<file path="src/rtl/alu_pkg.sv">
// Shared definitions for the ALU issue stage: opcodes, instruction field
// positions, FSM states and default widths.
package alu_pkg;

    localparam int unsigned ALU_DW    = 8;
    localparam int unsigned ALU_NREGS = 8;
    localparam int unsigned ALU_RW    = 3;
    localparam int unsigned ALU_IW    = 16;

    localparam logic [3:0] OP_ADD = 4'h0;
    localparam logic [3:0] OP_SUB = 4'h1;
    localparam logic [3:0] OP_OR  = 4'h2;
    localparam logic [3:0] OP_AND = 4'h3;
    localparam logic [3:0] OP_SLT = 4'h4;
    localparam logic [3:0] OP_XOR = 4'h5;
    localparam logic [3:0] OP_LI  = 4'hF;

    localparam int unsigned OP_MSB  = 15;
    localparam int unsigned OP_LSB  = 12;
    localparam int unsigned RD_MSB  = 11;
    localparam int unsigned RD_LSB  = 9;
    localparam int unsigned RS1_MSB = 8;
    localparam int unsigned RS1_LSB = 6;
    localparam int unsigned RS2_MSB = 5;
    localparam int unsigned RS2_LSB = 3;
    localparam int unsigned IMM_MSB = 7;
    localparam int unsigned IMM_LSB = 0;

    typedef enum logic [1:0] {
        IDLE = 2'd0,
        EXEC = 2'd1,
        DONE = 2'd2
    } state_t;

endpackage

</file>
<file path="src/rtl/alu_regfile.sv">
// Register file: two combinational read ports, a debug read port and one
// synchronous write port. Entry 0 is hardwired to zero.
module alu_regfile
    import alu_pkg::*;
#(
    parameter int unsigned NREGS = ALU_NREGS,
    parameter int unsigned DW    = ALU_DW
) (
    input  logic                     clk,
    input  logic                     rst,
    input  logic                     i_we,
    input  logic [$clog2(NREGS)-1:0] i_waddr,
    input  logic [DW-1:0]            i_wdata,
    input  logic [$clog2(NREGS)-1:0] i_raddr1,
    output logic [DW-1:0]            o_rdata1_c,
    input  logic [$clog2(NREGS)-1:0] i_raddr2,
    output logic [DW-1:0]            o_rdata2_c,
    input  logic [$clog2(NREGS)-1:0] i_dbg_addr,
    output logic [DW-1:0]            o_dbg_data_c
);

    logic [DW-1:0] r_mem [NREGS];

    // Writes to r0 are dropped so the zero register stays zero.
    always_ff @(posedge clk or posedge rst) begin
        if (rst) begin
            r_mem <= '{default: '0};
        end else if (i_we && (i_waddr != '0)) begin
            r_mem[i_waddr] <= i_wdata;
        end
    end

    assign o_rdata1_c   = (i_raddr1   == '0) ? '0 : r_mem[i_raddr1];
    assign o_rdata2_c   = (i_raddr2   == '0) ? '0 : r_mem[i_raddr2];
    assign o_dbg_data_c = (i_dbg_addr == '0) ? '0 : r_mem[i_dbg_addr];

endmodule

</file>
<file path="src/rtl/alu_issue_stage.sv">
// Single-issue operand/writeback stage around an external combinational ALU.
// One instruction in flight: accept -> execute one cycle -> hold result.
module alu_issue_stage
    import alu_pkg::*;
#(
    parameter int unsigned NREGS = ALU_NREGS,
    parameter int unsigned DW    = ALU_DW
) (
    input  logic                     clk,
    input  logic                     rst,
    input  logic                     in_valid,
    output logic                     in_ready,
    input  logic [ALU_IW-1:0]        in_instr,
    output logic [DW-1:0]            alu_a,
    output logic [DW-1:0]            alu_b,
    output logic [3:0]               alu_op,
    input  logic [DW-1:0]            alu_res,
    output logic                     res_valid,
    input  logic                     res_ready,
    output logic [DW-1:0]            res_data,
    output logic [$clog2(NREGS)-1:0] res_rd,
    input  logic [$clog2(NREGS)-1:0] dbg_addr,
    output logic [DW-1:0]            dbg_data
);

    localparam int unsigned RW = $clog2(NREGS);

    state_t         r_state;
    state_t         w_state_nxt;
    logic           w_accept;
    logic           w_wb;

    logic           r_in_ready;
    logic           r_res_valid;
    logic [3:0]     r_op;
    logic [RW-1:0]  r_rd;
    logic [DW-1:0]  r_imm;
    logic [DW-1:0]  r_alu_a;
    logic [DW-1:0]  r_alu_b;
    logic [3:0]     r_alu_op;
    logic [DW-1:0]  r_res_data;
    logic [RW-1:0]  r_res_rd;

    logic [3:0]     w_op;
    logic [RW-1:0]  w_rd;
    logic [RW-1:0]  w_rs1;
    logic [RW-1:0]  w_rs2;
    logic [DW-1:0]  w_imm;
    logic [DW-1:0]  w_rdata1;
    logic [DW-1:0]  w_rdata2;
    logic [DW-1:0]  w_wb_data;

    assign w_op  = in_instr[OP_MSB:OP_LSB];
    assign w_rd  = RW'(in_instr[RD_MSB:RD_LSB]);
    assign w_rs1 = RW'(in_instr[RS1_MSB:RS1_LSB]);
    assign w_rs2 = RW'(in_instr[RS2_MSB:RS2_LSB]);
    assign w_imm = DW'(in_instr[IMM_MSB:IMM_LSB]);

    // LI bypasses the ALU and writes its immediate directly.
    assign w_wb_data = (r_op == OP_LI) ? r_imm : alu_res;

    alu_regfile #(
        .NREGS (NREGS),
        .DW    (DW)
    ) u_regfile (
        .clk          (clk),
        .rst          (rst),
        .i_we         (w_wb),
        .i_waddr      (r_rd),
        .i_wdata      (w_wb_data),
        .i_raddr1     (w_rs1),
        .o_rdata1_c   (w_rdata1),
        .i_raddr2     (w_rs2),
        .o_rdata2_c   (w_rdata2),
        .i_dbg_addr   (dbg_addr),
        .o_dbg_data_c (dbg_data)
    );

    always_ff @(posedge clk or posedge rst) begin
        if (rst) begin
            r_state <= IDLE;
        end else begin
            r_state <= w_state_nxt;
        end
    end

    always_comb begin
        w_state_nxt = r_state;
        w_accept    = 1'b0;
        w_wb        = 1'b0;
        case (r_state)
            IDLE: begin
                if (in_valid && r_in_ready) begin
                    w_accept    = 1'b1;
                    w_state_nxt = EXEC;
                end
            end
            EXEC: begin
                w_wb        = 1'b1;
                w_state_nxt = DONE;
            end
            DONE: begin
                if (res_ready) begin
                    w_state_nxt = IDLE;
                end
            end
            default: w_state_nxt = IDLE;
        endcase
    end

    // Handshake flags are registered copies of the next-state decode.
    always_ff @(posedge clk or posedge rst) begin
        if (rst) begin
            r_in_ready  <= 1'b1;
            r_res_valid <= 1'b0;
        end else begin
            r_in_ready  <= (w_state_nxt == IDLE);
            r_res_valid <= (w_state_nxt == DONE);
        end
    end

    // Operands are captured at acceptance and held until the next one.
    always_ff @(posedge clk or posedge rst) begin
        if (rst) begin
            r_op     <= '0;
            r_rd     <= '0;
            r_imm    <= '0;
            r_alu_a  <= '0;
            r_alu_b  <= '0;
            r_alu_op <= '0;
        end else if (w_accept) begin
            r_op  <= w_op;
            r_rd  <= w_rd;
            r_imm <= w_imm;
            if (w_op == OP_LI) begin
                r_alu_a  <= w_imm;
                r_alu_b  <= '0;
                r_alu_op <= OP_ADD;
            end else begin
                r_alu_a  <= w_rdata1;
                r_alu_b  <= w_rdata2;
                r_alu_op <= w_op;
            end
        end
    end

    always_ff @(posedge clk or posedge rst) begin
        if (rst) begin
            r_res_data <= '0;
            r_res_rd   <= '0;
        end else if (w_wb) begin
            r_res_data <= w_wb_data;
            r_res_rd   <= r_rd;
        end
    end

    assign in_ready  = r_in_ready;
    assign res_valid = r_res_valid;
    assign res_data  = r_res_data;
    assign res_rd    = r_res_rd;
    assign alu_a     = r_alu_a;
    assign alu_b     = r_alu_b;
    assign alu_op    = r_alu_op;

endmodule
</file>
<file path="config.mk">
export PLATFORM = sky130hd
export DESIGN_NAME = alu_issue_stage
export DESIGN_NICKNAME = d
export VERILOG_FILES = /design/src/rtl/alu_pkg.sv /design/src/rtl/alu_regfile.sv /design/src/rtl/alu_issue_stage.sv
export SDC_FILE = /design/constraint.sdc
export NUM_CORES = 1
export LEC_CHECK = 0
export BUFFER_PORTS_ARGS = -buffer_cell sky130_fd_sc_hd__buf_2
export CAP_MARGIN = 20
export CORE_MARGIN = 2
export CORE_UTILIZATION = 30
export CTS_CLUSTER_DIAMETER = 200
export CTS_CLUSTER_SIZE = 12
export DETAILED_ROUTE_END_ITERATION = 12
export GPL_TIMING_DRIVEN = 0
export HOLD_SLACK_MARGIN = 0.06
export PLACE_DENSITY = 0.54
export SLEW_MARGIN = 20
export SYNTH_ARGS = -nofsm -noshare
export SYNTH_HDL_FRONTEND = slang
export SYNTH_SLANG_ARGS = --single-unit
</file>
<file path="constraint.sdc">
create_clock -name clk -period 6.85 [get_ports clk]
set_input_delay 0.685 -clock clk [delete_from_list [all_inputs] [get_ports clk]]
set_output_delay 0.685 -clock clk [all_outputs]
set_load 0.005 [all_outputs]
</file>
==> insert_results.sql, run 1 <==
INSERT INTO impl_metrics (metric_group, metric, value, unit) VALUES
('finish', 'layout-area-overhead-vs-synth', '20.6', '%'),
('drt', 'drt.antenna.violating_nets', '0', ''),
('floorplanning', 'die_w', '143', 'µm'),
('clocking', 'cts_num_sinks', '114', ''),
('yosys', 'synth_top_area_share', '49.0', '%'),
('clocking', 'cts.htree.levels', '4', ''),
('global_routing', 'grt_first_pass_wirelength', '28800', 'µm'),
('finish', 'antenna_cells', '0', ''),
('placement', 'gp_congestion', '1.02', ''),
('yosys', 'primary_flip_flop_cell_chosen_by_synthesis_mapping', 'dfrtp_1', ''),
('setup_path', 'worstSetupStartpointType', 'input pin', ''),
('yosys', 'syn-instance-count', '557', ''),
('clocking', 'cts-resized-gates', '0', ''),
('sta', 'setup-violations-final', '0', ''),
('setup_path', 'critPathRequiredTime', '6.16', 'ns'),
('yosys', 'syn_area', '5770', 'µm²'),
('global_routing', 'first_global_vias', '4842', ''),
('yosys', 'asyncSetResetFlopFracSynth', '100', '%'),
('worst_hold_path', 'hold_class', 'input pin to async pin', ''),
('sta', 'post-route-period-util', '48.0', '%'),
('pwr', 'pwr_density_cell', '446', 'nW/µm²'),
('yosys', 'ys_seq_area_share', '49.5', '%'),
('finish', 'area.sequential', '2850', 'µm²'),
('finish', 'layout.cells.non_filler', '888', ''),
('global_routing', 'globalRoute.totalOverflow', '0', ''),
('sta', 'maxClockFrequency', '0.304', 'GHz'),
('yosys', 'yosys.area.top_type', 'dfrtp_1', ''),
('finish', 'layout.cells.most_common_list', 'dfrtp_1, nand2_1, buf_2, nor2_1, a21oi_1', ''),
('floorplanning', 'io_pins', '72', ''),
('floorplanning', 'floorplan.die.height', '143', 'µm'),
('floorplanning', 'initial_utilization', '30.7', '%'),
('clocking', 'root_driver', 'clkbuf_16', ''),
('clocking', 'max-clock-path-buffers', '2', ''),
('run_status', 'status', 'finished, final reports clean', ''),
('yosys', 'synth.yosys.warnings', '0', ''),
('floorplanning', 'floorplan.die_area', '20400', 'µm²'),
('sta', 'final-hold-violation-count', '0', ''),
('drt', 'route.final.wire_length', '18900', 'µm'),
('setup_path', 'crit_type', 'input pin to output port', ''),
('global_routing', 'antenna_found_initial', '0', ''),
('drt', 'drt_iter0_markers', '486', ''),
('finish', 'nets', '672', ''),
('drt', 'drc', '0', ''),
('clocking', 'cts_hold_buffers', '0', ''),
('finish', 'layout.cells.most_common', 'dfrtp_1', ''),
('pwr', 'power.total', '3100', 'µW'),
('sta', 'timing.final.max_slew_violations', '0', ''),
('run', 'drv_cap', '0', ''),
('sta', 'grt_setup_unrepaired', 'no', ''),
('setup_path', 'arrival', '2.60', 'ns'),
('finish', 'final.fill_count', '1845', ''),
('sta', 'post-route-min-period', '3.29', 'ns'),
('sta', 'tns', '0', 'ns'),
('clocking', 'cts-buffers-inserted', '17', ''),
('finish', 'multi_input_area', '2660', 'µm²'),
('pwr', 'static-leakage-power', '0.00308', 'µW'),
('setup_path', 'critPathMaxFanout', '10', ''),
('placement', 'dp_cells', '856', ''),
('yosys', 'post_synth.cell_area_avg', '10.4', 'µm²'),
('setup_path', 'timing.critical_path.mode_cell', 'buf_2', ''),
('drt', 'post_drt_via_cell_ratio', '5.53', ''),
('clocking', 'cts_setup_buffers', '0', ''),
('setup_path', 'critPathMaxStageDelay', '0.82', 'ns'),
('placement', 'dpl.hpwl', '13300', 'µm'),
('floorplanning', 'core', '18800', 'µm²'),
('setup_path', 'critical_path.n_buffers_inverters', '3', ''),
('setup_path', 'crit_chain', 'buf_2, clkbuf_1, a21oi_1, a221oi_1, buf_2', ''),
('pwr', 'max-vdd-ir-drop', '0.000154', 'V'),
('global_routing', 'grt_max_degree', '77', ''),
('sta', 'slew_headroom', '23.4', '%'),
('sta', 'worstMarginPinSlew', '1.12', 'ns');
==> power by group <==
part | switching (µW) | total (µW) | internal (µW)
Clock | 301 | 814 | 513
Combinational | 504 | 996 | 492
Sequential | 308 | 1290 | 984
Total | 1110 | 3100 | 1990
==> cell type report <==
class,instances,area share [%]
Sequential cell,114,41.0
Multi-Input combinational cell,390,38.2
Clock buffer,25,6.83
Timing Repair Buffer,65,5.00
Tap cell,234,4.21
Buffer,47,3.52
Clock inverter,7,0.899
Inverter,6,0.395
==> cell families (layout without fill, tap and decap cells) <==
| kind of cell | after synthesis | after routing | share of synthesized area (%) |
|---|---|---|---|
| flops | 114 | 114 | 49.5 |
| simple gates | 191 | 191 | 15.0 |
| buf+inv | 53 | 150 | 4.64 |
| compound gates | 138 | 138 | 15.7 |
| mux | 61 | 61 | 15.2 |
==> sequential cells by signal, summed over array words and instances, names as in the netlist, 3 cells and up <==
signal / cells
r_imm: 8
alu_a: 8
r_op: 4
alu_op: 4
u_regfile.r_mem: 64
alu_b: 8
res_rd: 3
r_rd: 3
res_data: 8
==> per-layer routing <==
| metal | routed length (µm) | part of all wire, % | vias up | global-route usage [%] |
|---|---|---|---|---|
| li1 | - | - | 2168 | - |
| met1 | 8230 | 44 | 2447 | 25.8 |
| met2 | 8640 | 46 | 254 | 29.4 |
| met3 | 1350 | 7.1 | 41 | 4.23 |
| met4 | 669 | 3.5 | 0 | 9.02 |
| met5 | 0 | 0 | - | 0 |
==> worst reg2reg max path: stages, from the launching register on <==
cell and delay, ns:
dfrtp_1 0.36, nand4_2 0.36, mux2i_1 0.98, o21ai_0 0.18
==> per-stage QoR <==
stage	cell area, µm²	setup slack, ns	util (%)	hold slack, ns
2_1_floorplan	5770	3.15	-	0.425
3_3_place_gp	6380	1.90	34.0	0.443
3_5_place_dp	6420	3.57	34.2	0.450
4_1_cts	6960	3.55	37.1	0.268
5_1_grt	6960	3.52	37.1	0.289
6_report	6960	3.56	37.1	0.262
==> Yosys cell counts (all sizes together) (5+ instances only) <==
library cell,instances
a221o,7
inv,6
o21ai,53
buf,27
a22o,5
o22ai,5
nor2b,20
clkbuf,20
nor3,7
mux4,18
mux2,27
a21oi,34
mux2i,16
dfrtp,113
o31ai,7
nor2,47
nand2,104
a221oi,21
==> path summary, 6_finish.rpt <==
path | startpoint | endpoint | slack [ns] | cells past startpoint
setup / recovery | dbg_addr[0] | dbg_data[5] | 3.56 | 5
min in group clk | in_instr[11] | r_rd[2] | 0.46 | 3
hold / removal | rst | res_data[3] | 0.26 | 2
hold reg to reg | u_regfile.r_mem[57] | u_regfile.r_mem[57] | 0.46 | 1
max in group asynchronous | rst | u_regfile.r_mem[56] | 5.88 | 3
setup reg to reg | r_op[2] | res_data[2] | 4.79 | 3
No activity file was read; power rests on OpenSTA's default activity.
==> run 2, diff against run 1 <==
==> constraint.sdc (replaced) <==
create_clock -name clk -period 3.35 [get_ports clk]
set_input_delay 0.335 -clock clk [delete_from_list [all_inputs] [get_ports clk]]
set_output_delay 0.335 -clock clk [all_outputs]
set_load 0.005 [all_outputs]
==> run 2 against run 1 <==
Clock-buffer cell count did not move. Critical path type unchanged. Sequential cell count did not move. Total power rose by 100%. Via count rose by 0.31%. Clock power rose by 100%. Clock skew fell by 0.0015 ns. Die area did not move. Global-route usage barely moved. Critical path depth did not move. Non-clock buffer count rose by 1. Sequential share of layout area fell by 0.059 points. Final area rose by 0.14%.
==> insert_results.sql, run 2 (synthesis results as in run 1) <==
INSERT INTO impl_metrics (metric_group, metric, value, unit) VALUES
('run_status', 'status', 'finished, final reports clean', ''),
('floorplanning', 'core', '18800', 'µm²'),
('global_routing', 'first_global_vias', '4872', ''),
('global_routing', 'antenna_found_initial', '0', ''),
('finish', 'top_register', 'u_regfile.r_mem', ''),
('placement', 'post-place-ws', '0.769', 'ns'),
('clocking', 'cts-buffers-inserted', '17', ''),
('sta', 'grt_setup_unrepaired', 'no', ''),
('floorplanning', 'initial_utilization', '30.7', '%'),
('clocking', 'cts.htree.levels', '4', ''),
('clocking', 'cts.clk_slew.worst_paths', '0.05', 'ns'),
('global_routing', 'globalRouteTotalUtil', '19.2', '%'),
('setup_path', 'timing.critical_path.mode_cell', 'buf_2', ''),
('finish', 'layout.cells.non_filler', '889', ''),
('drt', 'routed_wire_length_per_instance', '21.2', 'µm'),
('drt', 'num_vias', '4925', ''),
('setup_path', 'critPathRequiredTime', '3.01', 'ns'),
('floorplanning', 'floorplan.die.height', '143', 'µm'),
('placement', 'portBuffers', '64', ''),
('pwr', 'power.total', '6340', 'µW'),
('sta', 'tns', '0', 'ns'),
('placement', 'dpl.hpwl', '13300', 'µm'),
('sta', 'timing.final.max_slew_violations', '0', ''),
('drt', 'route.final.wire_length', '18800', 'µm'),
('placement', 'dp_cells', '856', ''),
('global_routing', 'globalRoute.totalOverflow', '0', ''),
('drt', 'drt_first_pass_iters', '6', ''),
('drt', 'drc', '0', ''),
('sta', 'worstMarginPinSlew', '1.08', 'ns'),
('run', 'drv_cap', '0', ''),
('sta', 'layout_setup_ws', '0.730', 'ns'),
('clocking', 'cts_num_sinks', '114', ''),
('pwr', 'pwr_density_cell', '909', 'nW/µm²'),
('clocking', 'cts-resized-gates', '0', ''),
('setup_path', 'path_delay_family', 'buffers and inverters', ''),
('setup_path', 'critical_path.n_buffers_inverters', '3', ''),
('finish', 'nets', '673', ''),
('finish', 'layout.cells.most_common_list', 'dfrtp_1, nand2_1, buf_2, nor2_1, a21oi_1', ''),
('floorplanning', 'die_w', '143', 'µm'),
('finish', 'largest_reg_flops', '64', ''),
('setup_path', 'crit_chain', 'buf_2, clkbuf_1, a21oi_1, a221oi_1, buf_2', ''),
('setup_path', 'endpoint_kind', 'output port', ''),
('finish', 'finish.utilization', '37.1', '%'),
('global_routing', 'grt_max_degree', '77', ''),
('worst_hold_path', 'hold_class', 'input pin to flip-flop', ''),
('drt', 'drt_iter0_markers', '486', ''),
('finish', 'layout.cells.most_common', 'dfrtp_1', ''),
('sta', 'final.setup_skew', '0.0113', 'ns'),
('sta', 'post-route-period-util', '78.2', '%'),
('setup_path', 'timing.critical_path.slowest_stage_cell', 'a221oi_1', ''),
('drt', 'drt.antenna.violating_nets', '0', ''),
('floorplanning', 'row_count', '50', ''),
('placement', 'gp_congestion', '1.02', ''),
('setup_path', 'critPathMaxStageDelay', '0.59', 'ns'),
('sta', 'final-hold-violation-count', '0', ''),
('setup_path', 'arrival', '2.29', 'ns'),
('clocking', 'cts_setup_buffers', '0', ''),
('clocking', 'tritoncts', 'yes', ''),
('clocking', 'max-clock-path-buffers', '2', ''),
('global_routing', 'grt_first_pass_wirelength', '28800', 'µm'),
('sta', 'slew_headroom', '25.6', '%'),
('sta', 'setup-violations-final', '0', ''),
('drt', 'post_drt_via_cell_ratio', '5.54', ''),
('clocking', 'root_driver', 'clkbuf_16', ''),
('floorplanning', 'io_pins', '72', ''),
('pwr', 'static-leakage-power', '0.00309', 'µW'),
('floorplanning', 'floorplan.die_area', '20400', 'µm²'),
('sta', 'maxClockFrequency', '0.382', 'GHz'),
('clocking', 'clk-insertion-delay-late', '0.42', 'ns'),
('finish', 'layout-drive-gt1-share', '28.2', '%'),
('setup_path', 'critPathMaxFanout', '10', ''),
('sta', 'post-route-min-period', '2.62', 'ns'),
('setup_path', 'worstSetupStartpointType', 'input pin', ''),
('finish', 'antenna_cells', '0', ''),
('clocking', 'cts_hold_buffers', '1', ''),
('pwr', 'max-vdd-ir-drop', '0.000316', 'V'),
('finish', 'layout-area-overhead-vs-synth', '20.8', '%'),
('setup_path', 'crit_type', 'input pin to output port', '');
run 2: cell count changes in the layout (fill, tap and decap cells not counted):
cell and change:
dlygate4sd3_1 +1
run 2: per-layer routing:
metal  track usage, %  vias up  wire (µm)
met1             25.8     2455       8170
met3             4.23       43       1420
met2             29.3      261       8570
li1                 -     2166          -
met4             9.33        0        673
met5                0        -          0
run 2: layout make-up:
type                       count  area (µm²)
clock inverter                 7        62.6
tap                          234         293
timing repair buffer          66         358
buffer                        47         245
inverter                       6        27.5
fill                        1844       11800
sequential                   114        2850
multi-input combinational    390        2660
clock buffer                  25         475
run 2: report_power, final:
group	internal [µW]	switching [µW]	total, µW
Sequential	2010	629	2640
Clock	1050	610	1660
Combinational	1010	1030	2040
run 2: worst reg2reg max path, stage by stage (launching register included):
cell     delay, ns
dfrtp_1       0.36
nand4_2       0.36
mux2i_1       0.96
o21ai_0       0.18
run 2: through the flow:
stage          area [µm²]  hold slack [ns]
2_1_floorplan        5770            0.425
3_5_place_dp         6420            0.365
4_1_cts              6970            0.101
3_3_place_gp         6380            0.443
5_1_grt              6970            0.114
6_report             6970            0.112
run 2: final timing paths:
path / startpoint / end / slack, ns / depth (start not counted)
setup / recovery: dbg_addr[0] / dbg_data[5] / 0.73 / 5
hold / removal: in_instr[11] / r_rd[2] / 0.11 / 3
setup reg to reg: r_op[2] / res_data[2] / 1.32 / 3
hold reg to reg: u_regfile.r_mem[57] / u_regfile.r_mem[57] / 0.46 / 1
max in group asynchronous: rst / u_regfile.r_mem[56] / 2.19 / 4
min in group asynchronous: rst / res_data[3] / 0.46 / 3
==> run 3, diff against run 2 <==
--- a/config.mk
+++ b/config.mk
@@ -14,7 +14,7 @@
 export DETAILED_ROUTE_END_ITERATION = 12
 export GPL_TIMING_DRIVEN = 0
 export HOLD_SLACK_MARGIN = 0.06
-export PLACE_DENSITY = 0.54
+export PLACE_DENSITY = 0.55
 export SLEW_MARGIN = 20
 export SYNTH_ARGS = -nofsm -noshare
 export SYNTH_HDL_FRONTEND = slang
==> constraint.sdc (replaced) <==
create_clock -name clk -period 2.4 [get_ports clk]
set_input_delay 0.24 -clock clk [delete_from_list [all_inputs] [get_ports clk]]
set_output_delay 0.24 -clock clk [all_outputs]
set_load 0.005 [all_outputs]
==> run 3 against run 2 <==
Cell count up 0.90%. Die area is the same. Wire length is 0.96% higher. Clock skew decreased by 0.00088 ns. Largest power group unchanged. Largest cell class unchanged. Clock-buffer cell count down 2. Combinational power is 40% higher. Sequential cell count unchanged. Final area up 2.4%. Hold slack got worse by 0.038 ns.
==> insert_results.sql, run 3 (synthesis results as in run 1) <==
INSERT INTO impl_metrics (metric_group, metric, value, unit) VALUES
('sta', 'final-hold-violation-count', '0', ''),
('floorplanning', 'row_count', '50', ''),
('drt', 'post_drt_via_cell_ratio', '5.45', ''),
('drt', 'num_vias', '4886', ''),
('placement', 'portBuffers', '64', ''),
('pwr', 'power.net_switching', '3210', 'µW'),
('drt', 'route.final.wire_length', '19000', 'µm'),
('finish', 'largest_reg_flops', '64', ''),
('setup_path', 'timing.critical_path.slowest_stage_cell', 'a221oi_1', ''),
('finish', 'top_register', 'u_regfile.r_mem', ''),
('clocking', 'cts_num_sinks', '114', ''),
('setup_path', 'r2r_setup_slack', '0.29', 'ns'),
('finish', 'layout.cells.most_common_list', 'dfrtp_1, nand2_1, buf_2, nor2_1, a21oi_1', ''),
('sta', 'worstMarginPinSlew', '1.11', 'ns'),
('placement', 'gp_congestion', '0.927', ''),
('sta', 'maxClockFrequency', '0.419', 'GHz'),
('setup_path', 'timing.critical_path.mode_cell', 'buf_2', ''),
('drt', 'drt_first_pass_iters', '5', ''),
('clocking', 'cts.htree.levels', '4', ''),
('floorplanning', 'io_pins', '72', ''),
('setup_path', 'worstSetupStartpointType', 'input pin', ''),
('global_routing', 'first_global_vias', '4955', ''),
('setup_path', 'critPathMaxFanout', '10', ''),
('sta', 'post-route-min-period', '2.38', 'ns'),
('global_routing', 'grt_max_degree', '37', ''),
('sta', 'post-route-period-util', '99.4', '%'),
('clocking', 'cts_setup_buffers', '0', ''),
('worst_hold_path', 'timing.hold.worst.start', 'in_instr[15]', ''),
('finish', 'final.fill_count', '1839', ''),
('pwr', 'max-vdd-ir-drop', '0.000469', 'V'),
('pwr', 'net_switching_fraction_of_the_power', '35.3', '%'),
('finish', 'final_area', '7140', 'µm²'),
('setup_path', 'crit_type', 'input pin to output port', ''),
('pwr', 'pwr-share-comb', '31.3', '%'),
('sta', 'slew_headroom', '23.6', '%'),
('clocking', 'root_driver', 'clkbuf_16', ''),
('pwr', 'p_seq_share', '40.7', '%'),
('sta', 'final.setup_skew', '0.0104', 'ns'),
('sta', 'setup-violations-final', '0', ''),
('floorplanning', 'floorplan.die_area', '20400', 'µm²'),
('clocking', 'max-clock-path-buffers', '2', ''),
('floorplanning', 'initial_utilization', '30.7', '%'),
('clocking', 'cts-buffers-inserted', '17', ''),
('finish', 'layout.cells.non_filler', '897', ''),
('finish', 'layout-area-overhead-vs-synth', '23.7', '%'),
('setup_path', 'crit_chain', 'buf_2, clkbuf_1, a21oi_1, a221oi_1, buf_2', ''),
('placement', 'dpl.hpwl', '13800', 'µm'),
('sta', 'tns', '0', 'ns'),
('clocking', 'tritoncts', 'yes', ''),
('drt', 'drt_iter0_markers', '448', ''),
('finish', 'area.sequential', '2850', 'µm²'),
('setup_path', 'r2r_start', 'r_op[2]', ''),
('setup_path', 'critPathRequiredTime', '2.16', 'ns'),
('run', 'drv_cap', '0', ''),
('finish', 'nets', '681', ''),
('drt', 'routed_wire_length_per_instance', '21.2', 'µm'),
('setup_path', 'endpoint_kind', 'output port', ''),
('finish', 'antenna_cells', '0', ''),
('floorplanning', 'floorplan.die.height', '143', 'µm'),
('setup_path', 'critPathMaxStageDelay', '0.56', 'ns'),
('sta', 'grt_setup_unrepaired', 'no', ''),
('clocking', 'clk-insertion-delay-late', '0.42', 'ns'),
('run_status', 'status', 'finished, final reports clean', ''),
('finish', 'layout-drive-gt1-share', '29.1', '%'),
('floorplanning', 'die_w', '143', 'µm'),
('global_routing', 'globalRoute.totalOverflow', '0', ''),
('setup_path', 'crit_path_start', 'dbg_addr[0]', ''),
('setup_path', 'arrival', '2.14', 'ns'),
('pwr', 'clock_network_fraction_of_total_power', '28.0', '%'),
('floorplanning', 'core', '18800', 'µm²'),
('drt', 'drt.antenna.violating_nets', '0', ''),
('global_routing', 'antenna_found_initial', '0', ''),
('sta', 'holdWs', '0.0735', 'ns'),
('pwr', 'pwr_density_cell', '1270', 'nW/µm²'),
('global_routing', 'globalRouteTotalUtil', '19.6', '%'),
('worst_hold_path', 'hold_class', 'input pin to flip-flop', ''),
('clocking', 'cts.clk_slew.worst_paths', '0.06', 'ns'),
('pwr', 'static-leakage-power', '0.00315', 'µW'),
('sta', 'timing.final.max_slew_violations', '0', ''),
('placement', 'placement.cell_area', '6460', 'µm²'),
('pwr', 'cell_internal_pwr', '5880', 'µW'),
('placement', 'dp_cells', '858', ''),
('drt', 'drc', '0', ''),
('global_routing', 'grt_first_pass_wirelength', '29500', 'µm'),
('finish', 'multi_input_area', '2660', 'µm²'),
('finish', 'layout.cells.most_common', 'dfrtp_1', '');
[run 3: cell types whose count changed in the layout (fill, tap and decap cells not counted), moves of 2 or more]
cell and change:
dlygate4sd3_1 +6, clkbuf_1 -5, clkbuf_8 +3, clkinvlp_4 +3
buf_12 +2
[run 3: layout make-up]
type	instances	share of cell area, %
Clock inverter	9	1.44
Sequential cell	114	40.0
Timing Repair Buffer	74	6.42
Tap cell	234	4.10
Multi-Input combinational cell	390	37.3
Buffer	47	3.44
Inverter	6	0.368
Clock buffer	23	6.98
[run 3: timing repair]
action	CTS	global route
hold buffers	7	0
resized for setup	0	0
endpoints found under the hold margin	36	0
[run 3: per-stage QoR]
step                      utilization [%]  power [µW]  setup WS [ns]
final                                38.0        9090         0.0150
after global routing                 38.0        9670         0.0220
after CTS                            38.0        9120         0.0461
after detailed placement             34.4        6540         0.0601
after global placement               34.0        6390         0.0440
after floorplan                         -        5340          0.775
[run 3: final timing paths]
kind / to / cells after the start
setup / recovery: dbg_data[3] / 5
hold / removal: r_op[3] / 3
setup reg to reg: res_data[6] / 3
hold reg to reg: u_regfile.r_mem[58] / 1
max in group asynchronous: u_regfile.r_mem[1] / 5
min in group asynchronous: res_valid / 3
[run 3: worst max-delay path: cells and delay by family]
family	cells	cell delay [ns]
AO/OA/AOI/OAI	2	0.89
buffers and inverters	3	1.00
[run 3: metal layers]
metal	global-route usage [%]	part of all wire [%]
met4	9.33	3.2
met5	0	0
met2	30.5	46
met3	4.90	7.1
met1	25.8	43
[run 3: power by group through the flow]
stage	Sequential (µW)	Combinational [µW]	Clock, µW
after floorplan	3400	1940	0
after global placement	3630	2760	0
after detailed placement	3690	2840	0
after CTS	3670	2870	2580
after global routing	3810	3190	2680
final	3700	2850	2540
